`src/rtl/clock_alarm_ctrl.sv`:
```
// Time-of-day and alarm controller feeding the VGA clock/alarm overlay (BCD time, BCD alarm, set modes).
// Optional snooze support is compiled in when CLOCK_ALARM_SNOOZE_EN is defined.
module clock_alarm_ctrl #(
  parameter int TICK_DIV  = 100_000_000,
  parameter int RING_SECS = 30
`ifdef CLOCK_ALARM_SNOOZE_EN
  , parameter int SNOOZE_SECS = 300
`endif
) (
  input  logic       clk,
  input  logic       reset,
  input  logic       btn_mode,
  input  logic       btn_field,
  input  logic       btn_inc,
  input  logic       alarm_arm,
  output logic       settime,
  output logic [1:0] mode,
  output logic [1:0] field_sel,
  output logic [3:0] hourMSB,
  output logic [3:0] hourLSB,
  output logic [3:0] minMSB,
  output logic [3:0] minLSB,
  output logic [3:0] secMSB,
  output logic [3:0] secLSB,
  output logic [3:0] alarmhourMSB,
  output logic [3:0] alarmhourLSB,
  output logic [3:0] alarmminMSB,
  output logic [3:0] alarmminLSB,
  output logic [3:0] alarmsecMSB,
  output logic [3:0] alarmsecLSB,
  output logic       alarm_ring
);
  typedef enum logic [1:0] {RUN = 2'd0, SET_TIME = 2'd1, SET_ALARM = 2'd2} mode_t;
  typedef enum logic [1:0] {HOUR = 2'd0, MIN = 2'd1, SEC = 2'd2} field_t;

  localparam int PW = $clog2(TICK_DIV);
  localparam logic [PW-1:0] TICK_LAST = PW'(TICK_DIV - 1);
  localparam logic [7:0] RING_LOAD = 8'(RING_SECS);

  mode_t         mode_r;
  field_t        field_r;
  logic [PW-1:0] presc_r;
  logic [7:0]    hour_r, min_r, sec_r;
  logic [7:0]    al_hour_r, al_min_r, al_sec_r;
  logic [7:0]    hour_nx, min_nx, sec_nx;
  logic [7:0]    ring_cnt_r, ring_cnt_nx;
  logic          ring_r, ring_nx, settime_r;
  logic          tick_s, match_s, mode_ev, field_ev, inc_ev, enter_set_s, dismiss_s;
`ifdef CLOCK_ALARM_SNOOZE_EN
  localparam logic [9:0] SNOOZE_LOAD = 10'(SNOOZE_SECS);
  logic [9:0]    snooze_r, snooze_nx;
  logic          cancel_s, snooze_fire_s;
`endif

  // Two-digit BCD increment that wraps to 00 after the given top value.
  function automatic logic [7:0] bcd_inc(input logic [7:0] v, input logic [7:0] top);
    if (v == top) begin
      return 8'h00;
    end else if (v[3:0] == 4'd9) begin
      return {v[7:4] + 4'd1, 4'd0};
    end else begin
      return {v[7:4], v[3:0] + 4'd1};
    end
  endfunction

  assign mode       = mode_r;
  assign field_sel  = field_r;
  assign settime    = settime_r;
  assign alarm_ring = ring_r;
  assign {hourMSB, hourLSB} = hour_r;
  assign {minMSB, minLSB}   = min_r;
  assign {secMSB, secLSB}   = sec_r;
  assign {alarmhourMSB, alarmhourLSB} = al_hour_r;
  assign {alarmminMSB, alarmminLSB}   = al_min_r;
  assign {alarmsecMSB, alarmsecLSB}   = al_sec_r;

  // Button priority decode, 1 s tick and the tick-driven next time with its alarm match.
  always_comb begin
    mode_ev     = btn_mode;
    field_ev    = btn_field & ~btn_mode;
    inc_ev      = btn_inc & ~btn_mode & ~btn_field;
    enter_set_s = mode_ev && (mode_r != SET_ALARM);
    dismiss_s   = inc_ev && (mode_r == RUN) && ring_r;
    tick_s      = (mode_r != SET_TIME) && (presc_r == TICK_LAST);
    sec_nx      = bcd_inc(sec_r, 8'h59);
    if (sec_r == 8'h59) begin
      min_nx = bcd_inc(min_r, 8'h59);
    end else begin
      min_nx = min_r;
    end
    if ((sec_r == 8'h59) && (min_r == 8'h59)) begin
      hour_nx = bcd_inc(hour_r, 8'h23);
    end else begin
      hour_nx = hour_r;
    end
    match_s = ({hour_nx, min_nx, sec_nx} == {al_hour_r, al_min_r, al_sec_r});
`ifdef CLOCK_ALARM_SNOOZE_EN
    cancel_s      = field_ev && (mode_r == RUN) && (ring_r || (snooze_r != 10'd0));
    snooze_fire_s = tick_s && (snooze_r == 10'd1);
`endif
  end

  // Ring state: clears outrank a new trigger, which outranks the countdown.
  always_comb begin
    ring_nx     = ring_r;
    ring_cnt_nx = ring_cnt_r;
    if (!alarm_arm || enter_set_s) begin
      ring_nx     = 1'b0;
      ring_cnt_nx = 8'd0;
`ifdef CLOCK_ALARM_SNOOZE_EN
    end else if (cancel_s) begin
      ring_nx     = 1'b0;
      ring_cnt_nx = 8'd0;
`endif
    end else if (dismiss_s) begin
      ring_nx     = 1'b0;
      ring_cnt_nx = 8'd0;
    end else if (tick_s && match_s) begin
      ring_nx     = 1'b1;
      ring_cnt_nx = RING_LOAD;
`ifdef CLOCK_ALARM_SNOOZE_EN
    end else if (snooze_fire_s) begin
      ring_nx     = 1'b1;
      ring_cnt_nx = RING_LOAD;
`endif
    end else if (tick_s && ring_r && (ring_cnt_r <= 8'd1)) begin
      ring_nx     = 1'b0;
      ring_cnt_nx = 8'd0;
    end else if (tick_s && ring_r) begin
      ring_nx     = 1'b1;
      ring_cnt_nx = ring_cnt_r - 8'd1;
    end else begin
      ring_nx     = ring_r;
      ring_cnt_nx = ring_cnt_r;
    end
  end

`ifdef CLOCK_ALARM_SNOOZE_EN
  // Snooze countdown: loaded on dismiss, wiped by disarm or cancel.
  always_comb begin
    snooze_nx = snooze_r;
    if (!alarm_arm || cancel_s) begin
      snooze_nx = 10'd0;
    end else if (dismiss_s) begin
      snooze_nx = SNOOZE_LOAD;
    end else if (tick_s && (snooze_r != 10'd0)) begin
      snooze_nx = snooze_r - 10'd1;
    end else begin
      snooze_nx = snooze_r;
    end
  end
`endif

  // Prescaler, time and alarm registers, mode/field FSM and alarm outputs.
  always_ff @(posedge clk or posedge reset) begin
    if (reset) begin
      presc_r    <= '0;
      hour_r     <= 8'h00;
      min_r      <= 8'h00;
      sec_r      <= 8'h00;
      al_hour_r  <= 8'h00;
      al_min_r   <= 8'h00;
      al_sec_r   <= 8'h00;
      mode_r     <= RUN;
      field_r    <= HOUR;
      settime_r  <= 1'b0;
      ring_r     <= 1'b0;
      ring_cnt_r <= 8'd0;
`ifdef CLOCK_ALARM_SNOOZE_EN
      snooze_r   <= 10'd0;
`endif
    end else begin
      if ((mode_r == SET_TIME) || tick_s) begin
        presc_r <= '0;
      end else begin
        presc_r <= presc_r + PW'(1);
      end

      // The tick never fires in SET_TIME, so it cannot collide with a time edit.
      if (tick_s) begin
        hour_r <= hour_nx;
        min_r  <= min_nx;
        sec_r  <= sec_nx;
      end else if (inc_ev && (mode_r == SET_TIME)) begin
        case (field_r)
          HOUR:    hour_r <= bcd_inc(hour_r, 8'h23);
          MIN:     min_r  <= bcd_inc(min_r, 8'h59);
          default: sec_r  <= bcd_inc(sec_r, 8'h59);
        endcase
      end

      if (inc_ev && (mode_r == SET_ALARM)) begin
        case (field_r)
          HOUR:    al_hour_r <= bcd_inc(al_hour_r, 8'h23);
          MIN:     al_min_r  <= bcd_inc(al_min_r, 8'h59);
          default: al_sec_r  <= bcd_inc(al_sec_r, 8'h59);
        endcase
      end

      if (mode_ev) begin
        field_r <= HOUR;
        case (mode_r)
          RUN:      begin mode_r <= SET_TIME;  settime_r <= 1'b1; end
          SET_TIME: begin mode_r <= SET_ALARM; settime_r <= 1'b1; end
          default:  begin mode_r <= RUN;       settime_r <= 1'b0; end
        endcase
      end else if (field_ev && (mode_r != RUN)) begin
        case (field_r)
          HOUR:    field_r <= MIN;
          MIN:     field_r <= SEC;
          default: field_r <= HOUR;
        endcase
      end

      ring_r     <= ring_nx;
      ring_cnt_r <= ring_cnt_nx;
`ifdef CLOCK_ALARM_SNOOZE_EN
      snooze_r   <= snooze_nx;
`endif
    end
  end
endmodule

```
`config.mk`:
```
export PLATFORM = sky130hd
export DESIGN_NAME = clock_alarm_ctrl
export DESIGN_NICKNAME = d
export VERILOG_FILES = /design/src/rtl/clock_alarm_ctrl.sv
export SDC_FILE = /design/constraint.sdc
export NUM_CORES = 1
export LEC_CHECK = 0
export ABC_AREA = 1
export BUFFER_PORTS_ARGS = -buffer_cell sky130_fd_sc_hd__buf_2
export CAP_MARGIN = 20
export CORE_MARGIN = 8
export CORE_UTILIZATION = 56
export CTS_BUF_LIST = sky130_fd_sc_hd__clkbuf_8
export DETAILED_ROUTE_END_ITERATION = 8
export PLACE_DENSITY = 0.81
export SYNTH_ARGS = -nofsm -noshare
export SYNTH_HDL_FRONTEND = slang
export SYNTH_SLANG_ARGS = --single-unit
```
`constraint.sdc`:
```
create_clock -name clk -period 2.5 [get_ports clk]
set_input_delay 0.125 -clock clk [delete_from_list [all_inputs] [get_ports clk]]
set_output_delay 0.125 -clock clk [all_outputs]
set_load 0.05 [all_outputs]
```
**After elaboration in Yosys (flattened, before gate mapping)**

Index checks and enable logic that the tools add are counted.

- Register bits after elaboration: 89
- Bits in latches: 0
- Bits in writable memories: 0
- ROM bits: 0
- Input bits: 6
- Output and inout bits: 54
- Memories kept: 0

- Add/subtract/negate cells: 14
- Multipliers: 0
- Div/mod/pow operators: 0
- $lt $le $gt $ge: 1
- Eq/ne operators: 20
- Shifts and indexed selects: 0
- Mux-type cells: 39
- Bitwise logic cells: 6
- Reductions and logical operators: 36

Operators by type and width:

| kind | count |
|---|---|
| two-way mux 8 bit | 28 |
| adder 4 x 1 -> 4 bit (second input constant) | 12 |
| == test 8 x 7 -> 1 bit (second input constant) | 4 |
| adder 27 x 1 -> 27 bit (second input constant) | 1 |
| == test 27 bit (second input constant) | 1 |
| two-way mux 27 bit | 1 |
| == test 24 bit | 1 |
| == test 4 bit (second input constant) | 6 |
| == test 8 x 6 -> 1 bit (second input constant) | 2 |
| nonzero test 2 bit | 8 |
| AND reduction 2 bit | 6 |
| logical AND 1 bit | 11 |
| AND reduction 3 bit | 3 |
| less-or-equal comparator 8 x 1 -> 1 bit (second input constant) | 1 |
| case mux 2 bit (2 select lines) | 2 |
| subtractor 8 x 1 -> 8 bit (second input constant) | 1 |
| two-way mux 1 bit | 6 |
| nonzero test 5 bit | 1 |
| == test 2 x 1 -> 1 bit (second input constant) | 2 |
| logical NOT 2 bit | 2 |
| two-way mux 2 bit | 2 |
| != test 2 x 1 -> 1 bit (second input constant) | 2 |
| OR reduction 2 bit | 2 |
| AND 1 bit | 3 |
| other kinds (5) | 8 |

**Logic depth before layout (Yosys ltp)**

Gate-level depths: netlist (run 1).

- Depth in word-level cells: 9
- Mapped depth: 19
- Mapped depth without buffers: 19

**Least setup slack after synthesis (run 1)**

OpenSTA, ideal clock, no wires.

- Kind: register -> register
- From: register sec_r[0]
- To: register ring_cnt_r[1]
- Setup time: 0.065 ns
- Data arrival time: 2.493 ns
- Setup slack: -0.058 ns
- Stages on the path, launching flop included: 18
- Cell sequence: dfrtp_1 -> ha_1 -> nand2_2 -> nor2_4 -> nand2_4 -> nor2_8 -> buf_12 -> nand2_2 -> nand3_2 -> nand2_2 -> nor2_2 -> nand2_1 -> nor2_2 -> nand4_2 -> buf_6 -> nand2_1 -> nand3_1 -> nand2_1

- Cells in the longest elaborated chain, start to end: 8
- Elaborated cells between the ends (all ways): 14
- Those cells by class: add/sub (1); eq/ne (3); mux (7); reduce/logical (3)

Ends and longest elaborated chain:

| element | RTL line | text |
|---|---|---|
| start: declaration | 43 | `logic [7:0] hour_r, min_r, sec_r;` |
| start signal: assignment | 183 | `sec_r <= sec_nx;` |
| start signal: assignment | 188 | `default: sec_r <= bcd_inc(sec_r, 8'h59);` |
| adder 4 x 1 -> 4 bit, or another cell as far along | 62 | `return {v[7:4], v[3:0] + 4'd1};` |
| two-way mux 8 bit or logical AND 1 bit (tied branches) | 59, 91 |  |
| two-way mux 8 bit (on tied branches) | 57, 91 |  |
| == test 24 bit (*) | 96 | `match_s = ({hour_nx, min_nx, sec_nx} == {al_hour_r, al_min_r, al_sec_r});` |
| logical AND 1 bit (*) | 118 | `end else if (tick_s && match_s) begin` |
| two-way mux 8 bit | 118 |  |
| two-way mux 8 bit | 115 | `end else if (dismiss_s) begin` |
| two-way mux 8 bit | 107 | `if (!alarm_arm \|\| enter_set_s) begin` |
| end signal: assignment | 216 | `ring_cnt_r <= ring_cnt_nx;` |
| end: declaration | 46 | `logic [7:0] ring_cnt_r, ring_cnt_nx;` |

Mark *: on every way between the ends. The rest lies on a longest branch, timed or not.
A chain may end at the register's enable or synchronous reset.

**Worst setup path in the final report (run 1)**

- From: register min_r[1]
- To: register ring_cnt_r[3]

- Cells in the longest elaborated chain, start to end: 9
- Elaborated cells between the ends (all ways): 14
- Those cells by class: add/sub (1); eq/ne (3); mux (7); reduce/logical (3)

Ends and longest elaborated chain:

| element | RTL line | text |
|---|---|---|
| start: declaration | 43 |  |
| start signal: assignment | 182 | `min_r <= min_nx;` |
| start signal: assignment | 187 | `MIN: min_r <= bcd_inc(min_r, 8'h59);` |
| adder 4 x 1 -> 4 bit or == test 4 bit (tied branches) | 62, 59 |  |
| two-way mux 8 bit (2 in a row) | n/a |  |
| two-way mux 8 bit | 86 | `if (sec_r == 8'h59) begin` |
| == test 24 bit (*) | 96 |  |
| logical AND 1 bit (*) | 118 |  |
| two-way mux 8 bit | 118 |  |
| two-way mux 8 bit | 115 |  |
| two-way mux 8 bit | 107 |  |

Marks and branches as above.

==> flow_metrics.tcl, run 1 <==
set metrics [dict create \
    vias_per_cell 5.60 \
    power_density_nw_per_um2 871 \
    routed_wl_um 17600 \
    grt-ovfl-total 0 \
    tightest_slew_ps 531 \
    mostFrequentLayoutCell "nand2_1" \
    track_usage_pct 23.7 \
    slew_headroom_pct 64.5 \
    min-delay-path-class "input port to flip-flop" \
    outcome "finished, final reports clean" \
    chipWidth_um 123 \
    ys_top_cells_by_area "dfrtp_1 35%, nand2_1 14%, nand3_1 8.2%" \
    num_antenna_cells 0 \
    syn_to_final_growth_pct 19.1 \
    setup_slack_ps 140 \
    crit_type "flip-flop to flip-flop" \
    clk_path_buf_depth 2 \
    stdcell_count 1203 \
    synth-edff-count 0 \
    cp_data_arrival_time_ps 2700 \
    grt_max_degree 38 \
    fin_skew_ps 14.9 \
    synth_cell_types 44 \
    synth_ff_type "dfrtp_1" \
    numPortBuffers 59 \
    synth_seq_area_share_pct 34.8 \
    min_path_cells 5 \
    fin_nets 1089 \
    synth_seq_cells 89 \
    synthArstFlopShare_pct 100 \
    synth_top_area_share_pct 34.8 \
    cts.clk_slew.worst_paths_ps 90 \
    cts_num_sinks 89 \
    num-fill-cells 965 \
    rows 39 \
    hold_violations 0 \
    cts-buffers-inserted 9 \
    p_leak_uw 0.00387 \
    gp_congestion 0.974 \
    setup_tns_ps 0 \
    route.detailed.drc 0 \
    avgSynthCellArea_sq_um 6.89 \
    ir_drop_v 0.000574 \
    path_max_fanout 7 \
    tritoncts "built" \
    wl_per_cell_um 14.7 \
    rsz0062_at_grt "yes" \
    insertion_delay_ps 390 \
    start_kind "flip-flop" \
    crit_path_end_kind "flip-flop" \
    start_util_pct 56.8 \
    drt_pass1_iterations 5 \
    root_buffer "clkbuf_8" \
    fin_crit_sh_pct 94.4 \
    reg2regPathDepth 18 \
    grt_pass1_wl_um 28600 \
    drtAntennaViolNets 0 \
    die-area_sq_um 15100 \
    synth_top_cell_by_area "dfrtp_1" \
    synthCells 930 \
    slew_viol_final 0 \
    pre_cts_slack_ps 38.3 \
    final_layout_size_suffix_gt1_share_pct 20.6 \
    cts_max_level 3 \
    fin_area_sq_um 7630 \
    antenna_found_initial 0 \
    syn_area_sq_um 6410 \
    finalCriticalPeriod_ps 2360 \
    max_freq_ghz 0.424 \
    dp.cells 1174 \
    synth_fp_nets 963 \
    pin_count 60 \
    dr.first_iter.drc_count 594 \
    cap_violations 0 \
    finalSetupViolCount 0 \
    grt_pass1_vias 6183 \
    layout_common_cells "236 x nand2_1, 119 x inv_1, 102 x nand3_1" \
    fp.dieH_um 123 \
    vias 6739 \
    worstPathRequired_ps 2840 \
    core_sq_um 11300 \
    placed_area_sq_um 7200 \
    place_hpwl_um 13700 \
    yosysWarnings 0 \
]
==> final cells by class <==
class	count	area, sq um	area share (%)
Multi-Input combinational cell	705	3750	49.2
Sequential cell	89	2230	29.2
Timing Repair Buffer	123	813	10.7
Inverter	128	484	6.34
Tap cell	143	179	2.34
Clock buffer	10	138	1.80
Clock inverter	5	33.8	0.443
==> flip-flops by register name (all words and copies together), names as in the netlist, 2 cells and up <==
name,count
ring_cnt_r,8
presc_r,27
min_r,8
al_min_r,8
hour_r,8
field_sel,2
al_sec_r,8
mode,2
sec_r,8
al_hour_r,8
==> repair_timing <==
action / in CTS / in global routing
hold buffers: 2 / 0
buffers inserted: 0 / 12
endpoints found under the hold margin: 22 / 0
endpoints found under the setup margin: 0 / 19
gates resized for setup: 0 / 41
==> report_power, final <==
part | leakage (uW) | switching, uW | internal, uW
logic | 0.00273 | 2530 | 1080
registers | 0.00104 | 391 | 1720
clock network | 0.0000895 | 554 | 381
==> logic make-up after synthesis <==
family | Yosys count | share of synthesized area (%)
buffers and inverters | 136 | 8.59
xor gates and xnor gates | 11 | 1.62
DFF | 89 | 34.8
and+or+nand+nor | 560 | 40.5
AOI/OAI and AO/OA | 107 | 9.22
adders and majority gates | 27 | 5.27
==> worst paths after layout <==
check / startpoint / endpoint / slack (ps)
max: min_r[1] / ring_cnt_r[3] / 140
max in group asynchronous: reset / min_r[0] / 1500
min in group asynchronous: reset / al_sec_r[0] / 310
max reg2reg: min_r[1] / ring_cnt_r[3] / 140
min: btn_field / field_sel[1] / 170
min reg2reg: presc_r[0] / presc_r[0] / 470
==> synth_stat cells, types with 2 or more instances <==
master    instances
a221oi_1          3
clkinv_1          3
inv_1           123
dfrtp_1          89
buf_6             3
xor2_1            9
or2_2             2
nand3_4           2
nor3_2            2
a21oi_1          28
nor3_1           19
nand2_2          13
and2_1            2
a31oi_1           5
o21a_1            2
nand2_4           2
o22ai_1           9
nor4_1            6
nand3_1         105
clkbuf_1          3
nor2_1          106
nand4_1          28
nor2_4            3
nand3_2          10
nand3b_1          3
nor2_2            7
o211ai_1          2
nand2_1         243
ha_1             27
nor3b_1           4
o21ai_0          52
inv_2             2
a211oi_1          2
==> stage by stage <==
stage,utilization (%),power [uW],hold slack [ps]
3_3_place_gp,63.9,5530,187
6_report,67.7,6650,171
4_1_cts,65.6,6510,149
5_1_grt,67.7,7140,207
2_1_floorplan,-,4580,234
3_5_place_dp,63.9,5570,193
==> metal layers <==
metal / up-vias / GRT usage, % / share of wire (%)
li1: 3314 / - / -
met1: 3119 / 32.2 / 45
met5: - / 0 / 0
met3: 39 / 4.06 / 7.0
met4: 0 / 8.61 / 1.9
met2: 267 / 37.4 / 46
==> worst max-delay path, stage by stage, from the launching register on <==
cell and delay (ps):
dfrtp_1 390, inv_2 80, ha_4 130, nand2_2 70, nor2_4 180, nand3_4 120
nor2_8 170, buf_4 130, nand2_2 50, nand3_2 60, nand2_1 70, nor2_1 100
nand2_1 80, nor2_2 150, nand4_4 150, buf_6 160, nand2_1 50, nand3_1 70
nand2_1 70
No activity file was read; power rests on OpenSTA's default activity.
==> run 2: changes to the inputs <==
--- a/config.mk
+++ b/config.mk
@@ -12,6 +12,7 @@
 export CORE_UTILIZATION = 56
 export CTS_BUF_LIST = sky130_fd_sc_hd__clkbuf_8
 export DETAILED_ROUTE_END_ITERATION = 8
+export MAX_ROUTING_LAYER = met4
 export PLACE_DENSITY = 0.81
 export SYNTH_ARGS = -nofsm -noshare
 export SYNTH_HDL_FRONTEND = slang
==> flow_metrics.tcl, run 2 (same netlist as run 1, synthesis figures left out) <==
set metrics [dict create \
    crit_path_end_kind "flip-flop" \
    tritoncts "built" \
    cpMostUsedCell "nand2_1" \
    cts_num_sinks 89 \
    stdcell_count 1213 \
    pin_count 60 \
    hold-worst-slack_ps 188 \
    final_layout_size_suffix_gt1_share_pct 22.1 \
    min-delay-path-class "input port to flip-flop" \
    routed_wl_um 18100 \
    finish.utilization_pct 68.7 \
    slew_headroom_pct 63.6 \
    finalSetupViolCount 0 \
    insertion_delay_ps 400 \
    grt_max_degree 38 \
    start_kind "flip-flop" \
    route.detailed.drc 0 \
    core_sq_um 11300 \
    fin_nets 1098 \
    num-fill-cells 996 \
    crit_chain "inv_2 -> ha_4 -> nand2_4 -> nor2_4 -> nand3_4 -> nor2_8 -> buf_6 -> nand2_2 -> nand3_2 -> nand2_1 -> nor2_1 -> nand2_1 -> nor2_2 -> nand4_4 -> buf_6 -> nand2_1 -> nand3_1 -> nand2_1" \
    ir_drop_v 0.000631 \
    p_leak_uw 0.00392 \
    cap_violations 0 \
    place_hpwl_um 13600 \
    syn_to_final_growth_pct 20.9 \
    chipWidth_um 123 \
    finalCriticalPeriod_ps 2440 \
    tightest_slew_ps 544 \
    cts.clk_slew.worst_paths_ps 100 \
    max_freq_ghz 0.410 \
    vias_per_cell 5.61 \
    finalPower_uw 6730 \
    grt_pass1_wl_um 28700 \
    rsz0062_at_grt "yes" \
    dp.cells 1172 \
    die-area_sq_um 15100 \
    drt_pass1_iterations 5 \
    hold_violations 0 \
    rows 39 \
    cp_data_arrival_time_ps 2790 \
    fin_crit_sh_pct 97.6 \
    grt_pass1_vias 6114 \
    layout_common_cells "232 x nand2_1, 118 x inv_1, 101 x nand3_1" \
    path_buf_inv 3 \
    dr.first_iter.drc_count 661 \
    critical-path-top-delay-family "simple AND/OR/NAND/NOR gates" \
    grt-ovfl-total 0 \
    numPortBuffers 59 \
    largest_register_ffs 27 \
    fin_skew_ps 10.0 \
    wl_per_cell_um 14.9 \
    slowest_delay_ps 400 \
    cts_max_level 3 \
    outcome "finished, final reports clean" \
    path_max_fanout 8 \
    gp_congestion 1.01 \
    vias 6801 \
    fin_area_sq_um 7750 \
    cp_slowest_cell "dfrtp_1" \
    start_util_pct 56.8 \
    root_buffer "clkbuf_8" \
    track_usage_pct 24.3 \
    worstPathRequired_ps 2850 \
    fp.dieH_um 123 \
    top_register "presc_r" \
    cts-buffers-inserted 9 \
    crit_type "flip-flop to flip-flop" \
    antenna_found_initial 0 \
    mostFrequentLayoutCell "nand2_1" \
    placed_area_sq_um 7190 \
    slew_viol_final 0 \
    num_antenna_cells 0 \
    power_density_nw_per_um2 869 \
    clk_path_buf_depth 2 \
    drtAntennaViolNets 0 \
]
[run 2: cell types whose count changed in the layout (fill, tap and decap cells not counted), moves of 2 or more]
cell | before | now
nand2_1 | 236 | 232
ha_2 | 1 | 3
ha_1 | 24 | 22
buf_4 | 58 | 64
buf_6 | 2 | 5
nand2_2 | 19 | 22
[run 2: stage by stage]
| stage | setup TNS (ps) | worst slack [ps] |
|---|---|---|
| 3_3_place_gp | 0 | 128 |
| 4_1_cts | 0 | 26.5 |
| 3_5_place_dp | 0 | 39.9 |
| 5_1_grt | -465 | -95.7 |
| 6_report | 0 | 60.4 |
| 2_1_floorplan | 0 | 50.0 |
[run 2: report_power, final]
part | internal [uW] | switching [uW]
combinational | 1100 | 2560
sequential | 1720 | 394
clock | 371 | 591
total | 3190 | 3540
[run 2: per-layer routing]
layer  up-vias  global-route usage [%]  wire length (um)
li1       3322                       -                 -
met2       271                    36.3              8360
met1      3186                    32.7              8140
met4         0                    9.22               298
met5         -                       -                 0
met3        22                    3.79              1280
[run 2: final timing paths]
check,startpoint,to,slack (ps),depth (start not counted)
worst max-delay path,min_r[1],ring_cnt_r[3],60,18
worst min-delay path,btn_field,field_sel[1],190,5
worst max register to register,min_r[1],ring_cnt_r[3],60,18
worst min register to register,presc_r[0],presc_r[0],470,1
max in group asynchronous,reset,hour_r[1],1510,4
min in group asynchronous,reset,al_sec_r[2],310,3
[run 2: repair_timing]
item | 4_1_cts | 5_1_grt
buffers inserted | 0 | 23
hold buffers | 2 | 0
endpoints found under the hold margin | 22 | 0
endpoints found under the setup margin | 0 | 26
gates resized for setup | 0 | 52
[run 2: area by class of cell]
cell class | count | area [sq um] | area share, %
Clock inverter | 7 | 55.1 | 0.711
Multi-Input combinational cell | 705 | 3780 | 48.8
Inverter | 128 | 484 | 6.25
Timing Repair Buffer | 132 | 892 | 11.5
Clock buffer | 9 | 124 | 1.60
Sequential cell | 89 | 2230 | 28.8
Tap cell | 143 | 179 | 2.31
[run 2: worst min-delay path, stage by stage]
cell and delay, ps:
buf_2 100, inv_1 100, nor2_1 80, nand3_1 60, o21ai_0 70
